### config.mk
export PLATFORM = sky130hd
export DESIGN_NAME = nec_ir_decoder_flat
export DESIGN_NICKNAME = d
export VERILOG_FILES = /design/src/rtl/nec_ir_decoder_if.sv /design/src/rtl/nec_ir_decoder.sv /design/src/flat_wrapper.sv
export SDC_FILE = /design/constraint.sdc
export NUM_CORES = 1
export LEC_CHECK = 0
export BUFFER_PORTS_ARGS = -buffer_cell sky130_fd_sc_hd__buf_2
export CAP_MARGIN = 15
export CORE_UTILIZATION = 30
export CTS_CLUSTER_SIZE = 10
export DETAILED_ROUTE_END_ITERATION = 7
export SYNTH_ARGS = -nofsm -noshare
export SYNTH_HDL_FRONTEND = slang
export SYNTH_SLANG_ARGS = --single-unit
### constraint.sdc
create_clock -name sys_clk -period 8.33 [get_ports sys_clk]
set_clock_uncertainty 0.2 [all_clocks]
set_input_delay 1.666 -clock sys_clk [delete_from_list [all_inputs] [get_ports sys_clk]]
set_output_delay 1.666 -clock sys_clk [all_outputs]
set_load 0.005 [all_outputs]
### src/rtl/nec_ir_decoder_if.sv
`default_nettype none
// ============================================================================
// Module      : nec_ir_decoder_if
// Description : Decoded-result bundle produced by the NEC IR decoder.
//               master = decoder side (drives), slave = game-control side.
//   frame_valid  : one-cycle pulse, new frame decoded and checked
//   repeat_valid : one-cycle pulse, accepted repeat code
//   addr         : decoded address (held)
//   ext_addr     : 1 = extended 16-bit address frame (held)
//   cmd          : decoded command (held)
//   err          : one-cycle pulse, frame or repeat rejected
//   err_code     : rejection cause, valid with err, held until next err
// Revision    : 1.0 - initial release
// ============================================================================
interface nec_ir_decoder_if;
    logic        frame_valid;
    logic        repeat_valid;
    logic [15:0] addr;
    logic        ext_addr;
    logic [7:0]  cmd;
    logic        err;
    logic [2:0]  err_code;

    modport master (
        output frame_valid, repeat_valid, addr, ext_addr, cmd, err, err_code
    );

    modport slave (
        input frame_valid, repeat_valid, addr, ext_addr, cmd, err, err_code
    );
endinterface
`default_nettype wire

### src/rtl/nec_ir_decoder.sv
`default_nettype none
// ============================================================================
// Module      : nec_ir_decoder
// Description : NEC infrared frame decoder with glitch filter, repeat-code
//               validity window and classified error reporting. Single clock,
//               all protocol timing runs on a 125 us tick enable.
//   sys_clk   : system clock
//   sys_rst   : synchronous active-high reset
//   remote_in : raw IR receiver output (asynchronous)
//   dec_if    : decoded-result bundle (master side)
// Error codes : 1 lead mark width, 2 lead space width, 3 bit/repeat width,
//               4 command checksum, 5 repeat outside window, 6 timeout
// Revision    : 1.0 - initial release
// ============================================================================
module nec_ir_decoder #(
    parameter int TICK_CYCLES = 6250,
    parameter int FILT_LEN    = 3,
    parameter int INVERT_IN   = 0,
    parameter int REPEAT_WIN  = 880
) (
    input  wire logic         sys_clk,
    input  wire logic         sys_rst,
    input  wire logic         remote_in,
    nec_ir_decoder_if.master  dec_if
);

    localparam int PRESC_W = (TICK_CYCLES > 1) ? $clog2(TICK_CYCLES) : 1;
    localparam int RWIN_W  = (REPEAT_WIN > 0) ? $clog2(REPEAT_WIN + 1) : 1;

    // Width windows in ticks (inclusive)
    localparam logic [7:0] LEAD_MARK_MIN  = 8'd69;
    localparam logic [7:0] LEAD_MARK_MAX  = 8'd75;
    localparam logic [7:0] LEAD_SPACE_MIN = 8'd33;
    localparam logic [7:0] LEAD_SPACE_MAX = 8'd38;
    localparam logic [7:0] RPT_SPACE_MIN  = 8'd15;
    localparam logic [7:0] RPT_SPACE_MAX  = 8'd20;
    localparam logic [7:0] SHORT_MIN      = 8'd2;
    localparam logic [7:0] SHORT_MAX      = 8'd6;
    localparam logic [7:0] LONG_MIN       = 8'd10;
    localparam logic [7:0] LONG_MAX       = 8'd15;

    localparam logic [2:0] E_LEAD_MARK  = 3'd1;
    localparam logic [2:0] E_LEAD_SPACE = 3'd2;
    localparam logic [2:0] E_BIT        = 3'd3;
    localparam logic [2:0] E_CHECKSUM   = 3'd4;
    localparam logic [2:0] E_RPT_CLOSED = 3'd5;
    localparam logic [2:0] E_TIMEOUT    = 3'd6;

    typedef enum logic [2:0] {
        S_IDLE       = 3'd0,
        S_LEAD_MARK  = 3'd1,
        S_LEAD_SPACE = 3'd2,
        S_BIT_MARK   = 3'd3,
        S_BIT_SPACE  = 3'd4,
        S_STOP       = 3'd5,
        S_RPT_MARK   = 3'd6
    } state_t;

    // ------------------------------------------------------------------
    // Input synchroniser and tick prescaler
    // ------------------------------------------------------------------
    logic [1:0]         sync_q;
    logic [PRESC_W-1:0] presc_q;
    logic               tick;
    logic               mark;

    always_ff @(posedge sys_clk) begin
        if (sys_rst) begin
            sync_q  <= 2'b00;
            presc_q <= '0;
        end else begin
            sync_q  <= {sync_q[0], remote_in};
            presc_q <= tick ? '0 : presc_q + 1'b1;
        end
    end

    assign tick = (presc_q == PRESC_W'(TICK_CYCLES - 1));
    assign mark = (INVERT_IN != 0) ? sync_q[1] : ~sync_q[1];

    // ------------------------------------------------------------------
    // Glitch filter: level flips on the FILT_LEN-th consecutive
    // disagreeing tick, so rising and falling edges see the same delay.
    // ------------------------------------------------------------------
    logic       filt_q;
    logic [2:0] filt_cnt_q;
    logic       flip;
    logic       mark_rise;
    logic       mark_fall;

    assign flip      = tick && (mark != filt_q) && (filt_cnt_q == 3'(FILT_LEN - 1));
    assign mark_rise = flip && !filt_q;
    assign mark_fall = flip &&  filt_q;

    always_ff @(posedge sys_clk) begin
        if (sys_rst) begin
            filt_q     <= 1'b0;
            filt_cnt_q <= 3'd0;
        end else if (tick) begin
            if (mark == filt_q) begin
                filt_cnt_q <= 3'd0;
            end else if (flip) begin
                filt_q     <= ~filt_q;
                filt_cnt_q <= 3'd0;
            end else begin
                filt_cnt_q <= filt_cnt_q + 3'd1;
            end
        end
    end

    // ------------------------------------------------------------------
    // Decoder FSM, width counter, repeat window and result registers
    // ------------------------------------------------------------------
    state_t            state_q;
    logic [7:0]        width_q;
    logic [7:0]        width_inc;
    logic [5:0]        bit_cnt_q;
    logic [31:0]       shift_q;
    logic [RWIN_W-1:0] rwin_q;
    logic              rwin_open;
    logic              frame_valid_q;
    logic              repeat_valid_q;
    logic              err_q;
    logic [2:0]        err_code_q;
    logic [15:0]       addr_q;
    logic              ext_addr_q;
    logic [7:0]        cmd_q;
    logic [7:0]        b0, b1, b2, b3;

    // Width including the current tick; this is the measured edge-to-edge
    // width when an edge arrives, and the elapsed time otherwise.
    assign width_inc = (width_q == 8'hFF) ? 8'hFF : width_q + 8'd1;
    assign rwin_open = (rwin_q < RWIN_W'(REPEAT_WIN));

    assign b0 = shift_q[7:0];
    assign b1 = shift_q[15:8];
    assign b2 = shift_q[23:16];
    assign b3 = shift_q[31:24];

    function automatic logic in_win(input logic [7:0] w, input logic [7:0] lo,
                                    input logic [7:0] hi);
        return (w >= lo) && (w <= hi);
    endfunction

    always_ff @(posedge sys_clk) begin
        if (sys_rst) begin
            state_q        <= S_IDLE;
            width_q        <= 8'd0;
            bit_cnt_q      <= 6'd0;
            shift_q        <= 32'd0;
            rwin_q         <= RWIN_W'(REPEAT_WIN);
            frame_valid_q  <= 1'b0;
            repeat_valid_q <= 1'b0;
            err_q          <= 1'b0;
            err_code_q     <= 3'd0;
            addr_q         <= 16'd0;
            ext_addr_q     <= 1'b0;
            cmd_q          <= 8'd0;
        end else begin
            frame_valid_q  <= 1'b0;
            repeat_valid_q <= 1'b0;
            err_q          <= 1'b0;

            if (tick) begin
                // Edges the FSM ignores only occur in IDLE/STOP, where the
                // width is irrelevant, so clearing on every edge is safe.
                width_q <= flip ? 8'd0 : width_inc;
                if (rwin_open) begin
                    rwin_q <= rwin_q + 1'b1;
                end

                case (state_q)
                    S_IDLE: begin
                        if (mark_rise) begin
                            state_q <= S_LEAD_MARK;
                        end
                    end

                    S_LEAD_MARK: begin
                        if (mark_fall) begin
                            if (in_win(width_inc, LEAD_MARK_MIN, LEAD_MARK_MAX)) begin
                                state_q <= S_LEAD_SPACE;
                            end else begin
                                err_q <= 1'b1; err_code_q <= E_LEAD_MARK; state_q <= S_IDLE;
                            end
                        end else if (width_inc > LEAD_MARK_MAX + 8'd1) begin
                            err_q <= 1'b1; err_code_q <= E_TIMEOUT; state_q <= S_IDLE;
                        end
                    end

                    S_LEAD_SPACE: begin
                        if (mark_rise) begin
                            if (in_win(width_inc, LEAD_SPACE_MIN, LEAD_SPACE_MAX)) begin
                                bit_cnt_q <= 6'd0;
                                state_q   <= S_BIT_MARK;
                            end else if (in_win(width_inc, RPT_SPACE_MIN, RPT_SPACE_MAX)) begin
                                state_q <= S_RPT_MARK;
                            end else begin
                                err_q <= 1'b1; err_code_q <= E_LEAD_SPACE; state_q <= S_IDLE;
                            end
                        end else if (width_inc > LEAD_SPACE_MAX + 8'd1) begin
                            err_q <= 1'b1; err_code_q <= E_TIMEOUT; state_q <= S_IDLE;
                        end
                    end

                    S_BIT_MARK: begin
                        if (mark_fall) begin
                            if (!in_win(width_inc, SHORT_MIN, SHORT_MAX)) begin
                                err_q <= 1'b1; err_code_q <= E_BIT; state_q <= S_IDLE;
                            end else if (bit_cnt_q == 6'd32) begin
                                state_q <= S_STOP;   // this was the stop mark
                            end else begin
                                state_q <= S_BIT_SPACE;
                            end
                        end else if (width_inc > SHORT_MAX + 8'd1) begin
                            err_q <= 1'b1; err_code_q <= E_TIMEOUT; state_q <= S_IDLE;
                        end
                    end

                    S_BIT_SPACE: begin
                        if (mark_rise) begin
                            if (in_win(width_inc, SHORT_MIN, SHORT_MAX) ||
                                in_win(width_inc, LONG_MIN, LONG_MAX)) begin
                                // LSB-first: first received bit ends up in bit 0
                                shift_q   <= {in_win(width_inc, LONG_MIN, LONG_MAX), shift_q[31:1]};
                                bit_cnt_q <= bit_cnt_q + 6'd1;
                                state_q   <= S_BIT_MARK;
                            end else begin
                                err_q <= 1'b1; err_code_q <= E_BIT; state_q <= S_IDLE;
                            end
                        end else if (width_inc > LONG_MAX + 8'd1) begin
                            err_q <= 1'b1; err_code_q <= E_TIMEOUT; state_q <= S_IDLE;
                        end
                    end

                    S_STOP: begin
                        state_q <= S_IDLE;
                        if (b3 != ~b2) begin
                            err_q <= 1'b1; err_code_q <= E_CHECKSUM;
                        end else begin
                            cmd_q <= b2;
                            if (b1 == ~b0) begin
                                ext_addr_q <= 1'b0;
                                addr_q     <= {8'h00, b0};
                            end else begin
                                ext_addr_q <= 1'b1;
                                addr_q     <= {b1, b0};
                            end
                            frame_valid_q <= 1'b1;
                            rwin_q        <= '0;
                        end
                    end

                    S_RPT_MARK: begin
                        if (mark_fall) begin
                            state_q <= S_IDLE;
                            if (!in_win(width_inc, SHORT_MIN, SHORT_MAX)) begin
                                err_q <= 1'b1; err_code_q <= E_BIT;
                            end else if (rwin_open) begin
                                repeat_valid_q <= 1'b1;
                                rwin_q         <= '0;
                            end else begin
                                err_q <= 1'b1; err_code_q <= E_RPT_CLOSED;
                            end
                        end else if (width_inc > SHORT_MAX + 8'd1) begin
                            err_q <= 1'b1; err_code_q <= E_TIMEOUT; state_q <= S_IDLE;
                        end
                    end

                    default: state_q <= S_IDLE;
                endcase
            end
        end
    end

    assign dec_if.frame_valid  = frame_valid_q;
    assign dec_if.repeat_valid = repeat_valid_q;
    assign dec_if.err          = err_q;
    assign dec_if.err_code     = err_code_q;
    assign dec_if.addr         = addr_q;
    assign dec_if.ext_addr     = ext_addr_q;
    assign dec_if.cmd          = cmd_q;

endmodule
`default_nettype wire

### src/flat_wrapper.sv
// flat-port wrapper written by rule: the top's interface ports become plain ports
module nec_ir_decoder_flat 
#(
    parameter int TICK_CYCLES = 6250,
    parameter int FILT_LEN    = 3,
    parameter int INVERT_IN   = 0,
    parameter int REPEAT_WIN  = 880
)
  (sys_clk, sys_rst, remote_in, dec_if_frame_valid, dec_if_repeat_valid, dec_if_addr, dec_if_ext_addr, dec_if_cmd, dec_if_err, dec_if_err_code);
  nec_ir_decoder_if dec_if_i ();
  input  wire logic sys_clk;
  input  wire logic sys_rst;
  input  wire logic remote_in;
  output wire logic [$bits(dec_if_i.frame_valid)-1:0] dec_if_frame_valid;
  output wire logic [$bits(dec_if_i.repeat_valid)-1:0] dec_if_repeat_valid;
  output wire logic [$bits(dec_if_i.addr)-1:0] dec_if_addr;
  output wire logic [$bits(dec_if_i.ext_addr)-1:0] dec_if_ext_addr;
  output wire logic [$bits(dec_if_i.cmd)-1:0] dec_if_cmd;
  output wire logic [$bits(dec_if_i.err)-1:0] dec_if_err;
  output wire logic [$bits(dec_if_i.err_code)-1:0] dec_if_err_code;
  assign dec_if_frame_valid = dec_if_i.frame_valid;
  assign dec_if_repeat_valid = dec_if_i.repeat_valid;
  assign dec_if_addr = dec_if_i.addr;
  assign dec_if_ext_addr = dec_if_i.ext_addr;
  assign dec_if_cmd = dec_if_i.cmd;
  assign dec_if_err = dec_if_i.err;
  assign dec_if_err_code = dec_if_i.err_code;
  nec_ir_decoder #(.TICK_CYCLES(TICK_CYCLES), .FILT_LEN(FILT_LEN), .INVERT_IN(INVERT_IN), .REPEAT_WIN(REPEAT_WIN)) u_core (.sys_clk(sys_clk), .sys_rst(sys_rst), .remote_in(remote_in), .dec_if(dec_if_i));
endmodule
# ---- Yosys cells after proc, flatten, opt, wreduce, memory -nomap -nowiden
# Index checks and enable logic that the tools add are counted.
dict set report classes {
  add_sub_neg 5
  magnitude_cmp 15
  eq_ne 29
  mux 72
  bitwise_logic 11
  reduce_logical 24
}
# op n
set op_table {}
lappend op_table {{$mux 3} 32}
lappend op_table {{$mux 10} 5}
lappend op_table {{$pmux 3 s6} 2}
lappend op_table {{$mux 6} 4}
lappend op_table {{$mux 1} 21}
lappend op_table {{$pmux 10 s2} 1}
lappend op_table {{$ge 8x4->1 const B} 2}
lappend op_table {{$mux 16} 1}
lappend op_table {{$mux 8} 2}
lappend op_table {{$not 8->8} 2}
lappend op_table {{$ne 3x3->1 const B} 5}
lappend op_table {{$add 13x1->13 const B} 1}
lappend op_table {{$eq 13x13->1 const B} 1}
lappend op_table {{$ne 2x1->1 const B} 6}
lappend op_table {{$pmux 6 s2} 1}
lappend op_table {{$reduce_and 12->1} 1}
lappend op_table {{$add 10x1->10 const B} 1}
lappend op_table {{$lt 10x10->1 const B} 1}
lappend op_table {{$eq 3x2->1 const B} 3}
lappend op_table {{$eq 3x3->1 const B} 3}
lappend op_table {{$logic_and 1x1->1} 9}
lappend op_table {{$ne 3x1->1 const B} 3}
lappend op_table {{$not 1->1} 9}
lappend op_table {{$add 8x1->8 const B} 1}
lappend op_table {{other kinds (36)} 39}
dict set report word_totals {
  ff_bits 109
  inputBits 3
  output_inout_bits 31
  elab_cells 172
}

# ---- Longest topological paths before layout
dict set report logic_depth {
  word_depth 8
  depth_mapped 11
}

# ---- Worst setup path before layout
# OpenSTA, ideal clock, no wires.
dict set report synth_path {
  path_type {reg-to-reg}
  from {register u_core.presc_q[10]}
  to {register u_core.rwin_q[4]}
  setup_time_ps 120
  arrival_time_ps 2908
  t_required_ps 8010
  path_slack_ps 5102
  stages_incl_launch_ff 10
  path_cell_list {dfxtp_1 -> or4b_1 -> buf_4 -> or4_4 -> a311o_1 -> nor3_4 -> a31oi_4 -> a31o_4 -> a21o_1 -> a211o_1}
}
dict set report synth_via {
  elab_chain_len 6
}
# item line
set synth_lines {}
lappend synth_lines {{start: declaration} nec_ir_decoder.sv:63} ;# logic [PRESC_W-1:0] presc_q;
lappend synth_lines {{start signal: assignment} nec_ir_decoder.sv:73} ;# presc_q <= tick ? '0 : presc_q + 1'b1;
lappend synth_lines {{$eq 13x13->1 (*)} nec_ir_decoder.sv:77} ;# assign tick = (presc_q == PRESC_W'(TICK_CYCLES - 1));
lappend synth_lines {{$logic_and 1x1->1 (2 in series)} nec_ir_decoder.sv:90} ;# assign flip = tick && (mark != filt_q) && (filt_cnt_q == 3'(FILT_LEN - 1));
lappend synth_lines {{$logic_and 1x1->1} nec_ir_decoder.sv:92} ;# assign mark_fall = flip && filt_q;
lappend synth_lines {{$mux 10} nec_ir_decoder.sv:254} ;# if (mark_fall) begin
lappend synth_lines {{$pmux 10 s2} nec_ir_decoder.sv:171} ;# case (state_q)
lappend synth_lines {{end signal: assignment} nec_ir_decoder.sv:150} ;# rwin_q <= RWIN_W'(REPEAT_WIN);
lappend synth_lines {{end signal: assignment} nec_ir_decoder.sv:168} ;# rwin_q <= rwin_q + 1'b1;
lappend synth_lines {{end: declaration} nec_ir_decoder.sv:118} ;# logic [RWIN_W-1:0] rwin_q;
# Every way passes the cells marked *; elsewhere a longest branch is shown, timed or not.
# A chain may end at the register's enable or synchronous reset.

# ---- Worst setup path in the final report
dict set report layout_path {
  from {register u_core.width_q[0]}
  to {register u_core.bit_cnt_q[5]}
}
dict set report layout_via {
  elab_chain_len 7
}
# item line
set layout_lines {}
lappend layout_lines {{start: declaration} nec_ir_decoder.sv:114} ;# logic [7:0] width_q;
lappend layout_lines {{start signal: assignment} nec_ir_decoder.sv:166} ;# width_q <= flip ? 8'd0 : width_inc;
lappend layout_lines {{$add 8x1->8 / $eq 8x8->1 (equally long branches)} nec_ir_decoder.sv:131} ;# assign width_inc = (width_q == 8'hFF) ? 8'hFF : width_q + 8'd1;
lappend layout_lines {{$mux 8 (*)} nec_ir_decoder.sv:131}
lappend layout_lines {{$ge 8x2->1 (tied with other cells)} nec_ir_decoder.sv:141} ;# return (w >= lo) && (w <= hi);
lappend layout_lines {{$logic_and 1x1->1} nec_ir_decoder.sv:141}
lappend layout_lines {{$logic_or 1x1->1} nec_ir_decoder.sv:221} ;# if (in_win(width_inc, SHORT_MIN, SHORT_MAX) ||
lappend layout_lines {{$ne 2x1->1 (no source line)} n/a}
lappend layout_lines {{$reduce_and 6->1 (no source line) (*)} n/a}
lappend layout_lines {{end signal: assignment} nec_ir_decoder.sv:225} ;# bit_cnt_q <= bit_cnt_q + 6'd1;
lappend layout_lines {{end: declaration} nec_ir_decoder.sv:116} ;# logic [5:0] bit_cnt_q;
# Marked as above.

==> results.md <==
- Leak: ~2.2 nW
- Setup crit start kind: flop
- Overall Power: 0.977 mW
- Drt pass-1 iters: 4
- Crit share post-route: 43.9%
- Remaining antenna violation count: 0
- Setup ws final: around 4.7 ns
- CTS HTree Levels: 3
- Horiz. Die Dim: 140 um
- Die H: 140 um
- Yosys top cell area share: 38.1%
- Mapped cell area: 0.00573 mm2
- Peak supply drop: 95.2 uV
- Synth Instances: 752
- Cts repair resizes: 0
- CTS Root Cell: clkbuf_16
- Layout cells sized above 1: 9.69%
- Post-synth ARST share: 0%
- Register area share after synthesis: 38.1%
- Max Cap Viol: 0
- Cell accounting for the most synthesized area: dfxtp_1
- Setup Buffers After CTS: 0
- Synth unique cells: 70
- Std-Cell Rows: 50
- Worst R2R Setup Slack: 4.67 ns
- Reg2reg end: u_core.bit_cnt_q[5]$_SDFFE_PP0P_
- Crit. Startpoint: u_core.width_q[0]$_SDFFE_PP0N_
- CP Class: reg2reg
- Overall routing resource usage: 15.1%
- Worst Hold Depth: 1
- Buffers added on ports: 33
- Synth-to-layout area growth: 11.6%
- Nets: just under 800
- Final hold violations: 0
- Clock sink count: 109
- Initial drt markers: 575
- Detailed-route via count: 5211
- Vias in the first global route: 4955
- Final TNS setup: 0 ns
- PwrDens: around 150 mW/mm2
- Register bit total from synthesis: around 110
- Outcome: finished, final reports clean
- Core area: 0.0187 mm2
- Vias/cell: 5.22
- Final setup vio count: 0
- Hold EP: u_core.sync_q[1]$_SDFF_PP0_
- Final WL: 14000 um
- CP Data Required Time: roughly 8.4 ns
- Crit end category: flop
- Initial antenna violation count: 0
- Yosys warns: 0
- CTS Hold Bufs: 0
- CTS tree: built
- Setup Slack @ Placement: 4.51 ns
- Top FF cell, synth: dfxtp_1
- Reg2Reg Depth: 9
- Diode count: 0
- Largest net degree at the start of global routing: 86
- Placer Congestion: 0.882
- Syn_area_per_cell: ~7.6 um2
- Worst hold margin: around 0.25 ns
- RR Startpoint: u_core.width_q[0]$_SDFFE_PP0N_
- Bufs on Longest Clock Path: 2
- CTS buffer count: 9
- DP Wirelength: 9560 um
- Initial core utilization: 30.6%
- First-pass GRT wire length: approximately 24000 um
- Worst Min Path Start: u_core.sync_q[0]$_SDFF_PP0_
- Syn Nets: 764
- Die ar.: about 0.020 mm2
- Fin crit period: 3.66 ns
- Arr. time, crit path: between 3 and 4 ns
- Slew @ Worst Pin: 0.928 ns
- Hold Path Class: reg2reg
- Worst-Skew Late Latency: 0.36 ns
- Fmax: 273 MHz
- Drc violations: 0
- Grt ovf: 0
- EDFF count, synth: 0
- Critical-path maximum fanout: 16
- Clock slew at reported path FFs: about 0.080 ns
- RSZ-0062 raised after global routing: false
- Num ports: 34
- Slew Viols, Final: 0
- Final Util: 34.2%
- Dominant cells by area after synthesis: dfxtp_1 38%, nand2_1 9.6%, a21oi_1 7.6%
- Worst slew margin: 38.0%
- # fillers: a little under 2000
- Routed WL per cell: approximately 14 um
[power breakdown]
| part | internal, mW | total (mW) | switching [mW] |
|---|---|---|---|
| logic | 0.00470 | 0.0161 | 0.0114 |
| clock network | 0.215 | 0.435 | 0.219 |
| registers | 0.523 | 0.526 | 0.00331 |
[how the worst max path moves through the flow]
stage | endpoint | slack (ns) | cells after the start
finish | u_core.bit_cnt_q[5]$_SDFFE_PP0P_ | 4.67 | 9
global route | u_core.bit_cnt_q[5]$_SDFFE_PP0P_ | 4.37 | 9
CTS | u_core.bit_cnt_q[5]$_SDFFE_PP0P_ | 4.73 | 9
detailed placement | u_core.width_q[3]$_SDFFE_PP0N_ | 4.51 | 6
global placement | u_core.width_q[3]$_SDFFE_PP0N_ | 4.52 | 6
floorplan | u_core.rwin_q[4]$_SDFFE_PP1N_ | 5.10 | 9
[stage by stage]
step                cell area (um2)  std cells
floorplan                      5730        752
global placement               6080        982
detailed placement             6080        982
CTS                            6390        998
global route                   6390        998
finish                         6390        998
[layout make-up]
type                            count  area [um2]  area share, %
Inverter                           17        63.8          0.998
Multi-Input combinational cell    581        3310           51.8
Timing Repair Buffer               41         225           3.52
Clock inverter                      7        91.3           1.43
Sequential cell                   109        2180           34.1
Clock buffer                        9         225           3.52
Tap cell                          234         293           4.58
[routing by layer]
layer / vias to the layer above / global-route usage (%) / part of all wire (%)
met5: - / 0 / 0
met4: 0 / 6.25 / 1.6
met3: 18 / 3.15 / 4.9
met2: 128 / 24.3 / 46
met1: 2392 / 19.6 / 47
li1: 2673 / - / -
[synthesized netlist by cell type (3+ instances only)]
cell type  number
nand2b_1       12
o311ai_0        3
xnor2_1        27
a211oi_1        4
or3_1           5
a31o_2          5
nor4_4          3
nand3_1        32
and3_1          7
nor2b_1         7
o21a_1          3
a21oi_1        87
nor4_1          8
nand4_1        17
o21bai_1        3
nor3_1         17
a311o_1         3
o22ai_1         3
inv_1          17
xor2_1         10
nand2_1       146
a31oi_1         6
nor2_1         69
dfxtp_1       109
clkbuf_1       42
nand4b_1        3
ha_1            9
o21ai_0        29
o31ai_1         4
and2_1          3
[cells in the final DEF, fill, tap and decap left out, types with 7 or more instances in the layout]
| master | instances |
|---|---|
| nor2_1 | 69 |
| buf_2 | 33 |
| clkbuf_16 | 9 |
| dfxtp_1 | 109 |
| nand4_1 | 17 |
| o21ai_0 | 29 |
| nor2b_1 | 7 |
| nand2_1 | 146 |
| and3_1 | 7 |
| buf_4 | 8 |
| xnor2_1 | 27 |
| inv_1 | 17 |
| nor3_1 | 16 |
| ha_1 | 9 |
| a21oi_1 | 87 |
| nand3_1 | 32 |
| xor2_1 | 10 |
| nand2b_1 | 12 |
| nor4_1 | 8 |
[worst max-delay path: stages, from the launching register on]
cell and delay [ns]:
dfxtp_1 0.56, ha_1 0.53, nand3_1 0.26, or3_1 0.42, a21oi_1 0.22, nand4_1 0.24
o32ai_1 0.43, nand4_1 0.24, or3_1 0.35, a21oi_1 0.14
[cells by family (layout without fill, tap and decap cells)]
kind of cell / after synthesis / after routing / share of synthesized area, %
AOI/OAI and AO/OA: 185 / 185 / 20.4
xor gates and xnor gates: 37 / 37 / 5.66
adders and majority gates: 9 / 9 / 1.97
buffers and inverters: 62 / 74 / 4.15
DFF: 109 / 109 / 38.1
muxes: 2 / 2 / 0.350
and+or+nand+nor: 348 / 348 / 29.4
[registers in the layout, summed over array words and instances, names as in the netlist]
signal / cells
u_core.state_q: 3
u_core.dec_if.ext_addr: 1
u_core.shift_q: 32
u_core.bit_cnt_q: 6
u_core.dec_if.repeat_valid: 1
u_core.filt_cnt_q: 3
u_core.sync_q: 2
u_core.dec_if.frame_valid: 1
u_core.filt_q: 1
u_core.dec_if.err_code: 3
u_core.dec_if.err: 1
u_core.dec_if.cmd: 8
u_core.rwin_q: 10
u_core.width_q: 8
u_core.dec_if.addr: 16
u_core.presc_q: 13
(Power assumes the default switching activity.)
